$ cat config.mk
export PLATFORM = sky130hd
export DESIGN_NAME = score_keeper
export DESIGN_NICKNAME = d
export VERILOG_FILES = /design/src/rtl/score_keeper.sv
export SDC_FILE = /design/constraint.sdc
export NUM_CORES = 1
export LEC_CHECK = 0
export ABC_AREA = 1
export BUFFER_PORTS_ARGS = -buffer_cell sky130_fd_sc_hd__buf_4
export CAP_MARGIN = 20
export CORE_ASPECT_RATIO = 0.9
export CORE_MARGIN = 4
export CORE_UTILIZATION = 65
export CTS_BUF_LIST = sky130_fd_sc_hd__clkbuf_2
export CTS_CLUSTER_DIAMETER = 100
export DETAILED_ROUTE_END_ITERATION = 10
export PLACE_DENSITY = 0.89
export SLEW_MARGIN = 20
export SYNTH_ARGS = -nofsm -noshare
export SYNTH_HDL_FRONTEND = slang
export SYNTH_SLANG_ARGS = --single-unit
$ cat constraint.sdc
create_clock -name sys_clk -period 6.6 [get_ports sys_clk]
set_clock_uncertainty 0.2 [all_clocks]
set_input_delay 0.33 -clock sys_clk [delete_from_list [all_inputs] [get_ports sys_clk]]
set_output_delay 0.33 -clock sys_clk [all_outputs]
set_load 0.02 [all_outputs]
$ cat src/rtl/score_keeper.sv
// Score and session-best tracker with IDLE/PLAY/OVER game FSM, feeding the 7-seg display value.
// All outputs are registered; data trails its selected source by one cycle.
module score_keeper #(
    parameter int unsigned MAX_SCORE      = 999999,
    parameter int unsigned HOLDOFF_CYCLES = 25_000_000
) (
    input  logic        sys_clk,
    input  logic        sys_rst,
    input  logic        game_start,
    input  logic        pass_pipe,
    input  logic        collide,
    output logic [1:0]  game_state,
    output logic [19:0] score,
    output logic [19:0] best,
    output logic        new_best,
    output logic [19:0] data
);
    typedef enum logic [1:0] {
        IDLE = 2'd0,
        PLAY = 2'd1,
        OVER = 2'd2,
        BAD  = 2'd3
    } state_t;

    localparam int          HW       = (HOLDOFF_CYCLES < 1) ? 1 : $clog2(HOLDOFF_CYCLES + 1);
    localparam logic [19:0] MAX_S    = 20'(MAX_SCORE);
    localparam logic [HW-1:0] HOLD_MAX = HW'(HOLDOFF_CYCLES);

    state_t         state_q;
    logic [19:0]    score_q;
    logic [19:0]    best_q;
    logic           new_best_q;
    logic [19:0]    data_q;
    logic           pass_q;
    logic [HW-1:0]  holdoff_q;

    logic           pass_rise;
    logic [19:0]    score_inc;
    logic [19:0]    score_new;

    assign pass_rise = pass_pipe & ~pass_q;
    assign score_inc = (score_q >= MAX_S) ? MAX_S : score_q + 20'd1;
    // Score the collision against best including any increment from the same cycle.
    assign score_new = pass_rise ? score_inc : score_q;

    always_ff @(posedge sys_clk) begin
        if (sys_rst) begin
            state_q    <= IDLE;
            score_q    <= '0;
            best_q     <= '0;
            new_best_q <= 1'b0;
            data_q     <= '0;
            pass_q     <= 1'b0;
            holdoff_q  <= '0;
        end else begin
            pass_q <= pass_pipe;
            data_q <= (state_q == IDLE) ? best_q : score_q;
            case (state_q)
                IDLE: begin
                    if (game_start) begin
                        state_q    <= PLAY;
                        score_q    <= '0;
                        new_best_q <= 1'b0;
                    end
                end
                PLAY: begin
                    if (pass_rise) begin
                        score_q <= score_inc;
                    end
                    if (collide) begin
                        state_q   <= OVER;
                        holdoff_q <= '0;
                        if (score_new > best_q) begin
                            best_q     <= score_new;
                            new_best_q <= 1'b1;
                        end
                    end
                end
                OVER: begin
                    if (holdoff_q != HOLD_MAX) begin
                        holdoff_q <= holdoff_q + HW'(1);
                    end
                    // A start request before the holdoff expires is simply dropped.
                    if (game_start && (holdoff_q == HOLD_MAX)) begin
                        state_q    <= PLAY;
                        score_q    <= '0;
                        new_best_q <= 1'b0;
                    end
                end
                default: state_q <= IDLE;
            endcase
        end
    end

    assign game_state = state_q;
    assign score      = score_q;
    assign best       = best_q;
    assign new_best   = new_best_q;
    assign data       = data_q;
endmodule

-- Yosys cells after proc, flatten, opt, wreduce, memory -nomap -nowiden
Index checks and enable logic that the tools add are counted.
- mux-type cells: 18
- magnitude comparators: 2
- equal/unequal tests: 9
- add/sub/neg operators: 2
- bitwise operators: 2
- reductions and logical operators: 9
- operator list (kind ; count):
    20-bit two-way mux ; 5
    20-bit case mux with 3 select lines ; 1
    25-bit two-way mux ; 2
    25-bit case mux with 2 select lines ; 1
    25-bit by 1-bit adder with 25-bit output, second input constant ; 1
    25-bit == test, second input constant ; 1
    25-bit inequality test, second input constant ; 1
    20-bit by 1-bit adder with 20-bit output, second input constant ; 1
    20-bit greater-or-equal comparator, second input constant ; 1
    20-bit greater-than comparator ; 1
    3-bit AND reduction ; 4
    2-bit inequality test, second input constant ; 5
    2-bit two-way mux ; 3
    2-bit case mux with 3 select lines ; 1
    5-bit AND reduction ; 1
    1-bit two-way mux ; 4
    1-bit case mux with 3 select lines ; 1
    3-bit nonzero test ; 1
    2-bit by 1-bit == test with 1-bit output, second input constant ; 1
    2-bit == test, second input constant ; 1
    2-bit zero test ; 1
    2-bit nonzero test ; 1
    1-bit AND ; 1
    1-bit logical AND ; 1
    1-bit inverter ; 1
- logic and storage cells: 49
- output and inout port bits: 63
- bits of input ports: 5
- register bits after elaboration: 89

-- Longest topological paths before layout
- word-level depth: 7
- mapped depth: 24

-- Least setup slack after synthesis
OpenSTA, ideal clock, no wires.
- kind: register to register
- start point: register score_q[1] (netlist: score[1])
- end point: register best_q[10] (netlist: best[10])
- buffers on the path: 1
- slack: 3.651 ns
- data required time: 6.287 ns
- clock period less this slack: 2.949 ns
- stages on the path, launching flop included: 20
- arrival: 2.636 ns
- library setup time: 0.113 ns
- path through: dfxtp_1 ha_1 nand2_1 nor2_2 nand2_1 nor2_2 nand2_1 o21ai_1 nand3_2 ha_1 nand2_1 nor2_1 nand2_1 nor2_1 o21ai_0 nand3_1 nand3_1 buf_2 o21ai_1 nor2_1
- word-level cells in the longest chain between the ends: 5
- ends and longest elaborated chain (what ; RTL line ; source):
    from (decl) ; 30 ; logic [19:0] score_q;
    from (signal assigned) ; 68 ; score_q <= score_inc;
    20-bit by 1-bit adder with 20-bit output / 20-bit greater-or-equal comparator (equally long branches) ; 42 ; assign score_inc = (score_q >= MAX_S) ? MAX_S : score_q + 20'd1;
    20-bit two-way mux (*) ; 42 ;
    20-bit two-way mux (*) ; - ;
    via score_new[16] ; 39 ; logic [19:0] score_new;
    20-bit greater-than comparator (*) ; 73 ; if (score_new > best_q) begin
    3-bit AND reduction (no source line) (*) ; - ;
    to (signal assigned) ; 74 ; best_q <= score_new;
    to (decl) ; 31 ; logic [19:0] best_q;
Mark *: on every way through the listed nets, which the timed path passes. The rest lies on a longest branch.
A chain may end at the register's enable or synchronous reset.

-- Final worst setup path
- start point: register score_q[16] (netlist: score[16])
- end point: register best_q[19] (netlist: best[19])
- word-level cells in the longest chain between the ends: 5
- ends and longest elaborated chain (what ; RTL line):
    20-bit greater-or-equal comparator ; 42
    20-bit two-way mux ; 42
    20-bit two-way mux ; -
    via score_new[15] ; 39
    20-bit greater-than comparator ; 73
    3-bit AND reduction (no source line) ; -
The timed path passes the listed nets, and every way through them passes these cells.

==> impl_metrics.env <==
export IMPL_first_global_vias=4978
export IMPL_min_period_ns=3.676
export IMPL_wl_per_cell_um=14.95
export IMPL_core_area_um2=7620
export IMPL_ys_warn_count=0
export IMPL_critPathRequiredTime_ns=6.88
export IMPL_synth_main_ff_cell="dfxtp_1"
export IMPL_cp_max_fo=39
export IMPL_powerDensity_nw_per_um2=262.4
export IMPL_yosysMostFrequentCell="nand2_1"
export IMPL_setup_viol=0
export IMPL_whs_ns=0.05413
export IMPL_pin_count=68
export IMPL_rsz0062_at_grt="false"
export IMPL_syn_area_um2=5145
export IMPL_io_buffers=67
export IMPL_min_period_over_period_pct=55.70
export IMPL_ctsResizeCount=0
export IMPL_worstSetupPathType="reg2reg"
export IMPL_cts_buffer_depth=2
export IMPL_layoutNonFillerInstCount=949
export IMPL_ys_top_cells_by_area="dfxtp_1, nand2_1, a21oi_1, nor2_1, inv_1"
export IMPL_nets=876
export IMPL_maxCapViolCount=0
export IMPL_vias_per_cell=5.706
export IMPL_antenna_left=0
export IMPL_clkTransAtPathRegs_ns=0.24
export IMPL_cts_sinks=89
export IMPL_grt_pass1_wl_um=23560
export IMPL_place_congestion=0.9307
export IMPL_diodes=0
export IMPL_htree_levels=3
export IMPL_synth_cell_types=31
export IMPL_die_w_um=101.8
export IMPL_ir_worst_vdd_mv=0.2731
export IMPL_clockRootBuffer="clkbuf_2"
export IMPL_grt_usage_pct=31.04
export IMPL_initialDrtViolationCount=461
export IMPL_num_fill_cells=603
export IMPL_synth_fp_nets=824
export IMPL_synth_async_reset_ratio_pct=0
export IMPL_syn_area_per_cell_um2=6.463
export IMPL_placed_area_um2=5649
export IMPL_dieHeight_um=92.40
export IMPL_synth_edf_count=0
export IMPL_finalWirelength_um=14180
export IMPL_endpoint_kind="flop"
export IMPL_drcViolationCount=0
export IMPL_floorplan_rows=30
export IMPL_total_power_mw=1.519
export IMPL_clock_latency_ns=0.57
export IMPL_max_freq_mhz=272.0
export IMPL_antenna_found_initial=0
export IMPL_final_area_um2=5791
export IMPL_critPathLaunchType="flop"
export IMPL_hp_class="in2reg"
export IMPL_cts_buffers=9
export IMPL_drive_gt1_share_pct=14.54
export IMPL_outcome="finished, final reports clean"
export IMPL_max_slew_margin_rel_pct=34.78
export IMPL_worst_pin_slew_ns=0.9782
export IMPL_first_pass_iters=5
export IMPL_place_hpwl_um=10320
export IMPL_synth_largest_area_cell="dfxtp_1"
export IMPL_synthCells=796
export IMPL_synth_seq_cells=89
export IMPL_slew_violations=0
export IMPL_yosys_area_top_type_share_pct=34.63
export IMPL_fin_tns_setup_ns=0
export IMPL_overflow=0
export IMPL_area_growth_pct=12.55
export IMPL_post_place_cells=930
export IMPL_dieArea_um2=9404
export IMPL_ys_seq_area_share_pct=34.63
export IMPL_cp_data_arrival_time_ns=3.95
export IMPL_initial_utilization_pct=67.52
export IMPL_hold_violations=0
export IMPL_grt_max_degree=45
export IMPL_synth_common_cells="nand2_1, nor2_1, dfxtp_1, inv_1, a21oi_1"
export IMPL_tritoncts="built"
export IMPL_leakagePower_nw=2.554
export IMPL_vias=5415
-- stage by stage --
stage	setup slack [ns]	utilization, %
floorplan	3.651	-
global placement	3.185	74.14
detailed placement	2.991	74.14
CTS	2.930	75.99
global route	2.516	75.99
finish	2.924	75.99
-- placed cells by master (no fill, tap or decap) --
cell / n
dlygate4sd3_1: 3
nand3_1: 37
nor3_1: 10
nor2_2: 11
inv_1: 83
clkbuf_2: 11
nor3_2: 3
or2_2: 2
xor2_1: 12
nand4_1: 17
dfxtp_1: 89
nand3b_1: 4
or2_0: 1
a21boi_0: 1
nand2_2: 9
a21o_1: 4
a21oi_1: 76
nor2_1: 96
clkinvlp_4: 3
buf_4: 71
o21ai_0: 29
ha_1: 23
inv_2: 5
clkinv_1: 4
nand3_2: 5
bufinv_16: 1
xnor2_1: 4
nor2_4: 1
nand2_1: 227
o21ai_1: 9
o21ai_2: 2
-- worst max-delay path: stages (launching register included) --
cell and delay, ns:
dfxtp_1 0.52, nand2_1 0.13, clkinv_1 0.08, nand2_1 0.05, nor2_2 0.14, nand3_1 0.10
nand3_2 0.11, nand2_2 0.24, inv_2 0.23, nor2_2 0.07, ha_1 0.28, a21oi_1 0.19
a21boi_0 0.13, nor2_1 0.20, nand3_1 0.17, nand3_1 0.13, buf_4 0.37, nand2_1 0.12
nand2_1 0.08, nor2_1 0.05
-- worst paths after layout --
path | start | end | slack [ns] | cells past startpoint
setup / recovery | score[16] | best[19] | 2.92 | 19
hold / removal | game_start | game_state[1] | 0.05 | 4
setup reg to reg | score[16] | best[19] | 2.92 | 19
hold reg to reg | best[5] | data[5] | 0.30 | 2
-- final cells by class --
class / instances / area [um2] / share of cell area [%]
well taps: 96 / 120.1 / 2.074
inverters: 91 / 341.6 / 5.899
clock buffers: 11 / 55.05 / 0.9507
flip-flops and latches: 89 / 1782 / 30.77
repair buffers: 74 / 563.0 / 9.723
clock inverters: 5 / 56.30 / 0.9723
multi-input cells: 583 / 2873 / 49.61
-- state kept, by name, summed over array words and instances, names as in the netlist --
register	count
score	20
game_state	2
best	20
new_best	1
pass_q	1
holdoff_q	25
data	20
-- report_power, final --
| part | switching (mW) | leakage (nW) | internal, mW |
|---|---|---|---|
| registers | 0.0325 | 0.721 | 0.602 |
| clock network | 0.190 | 0.0618 | 0.0886 |
| logic | 0.402 | 1.77 | 0.204 |
-- routing by layer --
layer | vias up | part of all wire (%) | global-route usage (%)
met5 | - | 0 | 0
met4 | 0 | 1.7 | 8.970
met3 | 34 | 10 | 7.681
met2 | 296 | 44 | 45.97
met1 | 2448 | 44 | 44.47
li1 | 2637 | - | -
-- what timing repair did --
item / CTS / global route
endpoints found under the hold margin: 10 / 0
hold buffers: 3 / 0
buffers inserted: 0 / 0
-- kinds of logic after synthesis --
family,count (synthesis),synth area share [%]
adder cells (fa/ha/maj),23,5.593
AO/OA/AOI/OAI,121,12.09
flip-flops,89,34.63
XOR/XNOR,16,2.724
AND/OR/NAND/NOR,423,35.31
buffers and inverters,124,9.655
No activity file was read; power rests on OpenSTA's default activity.
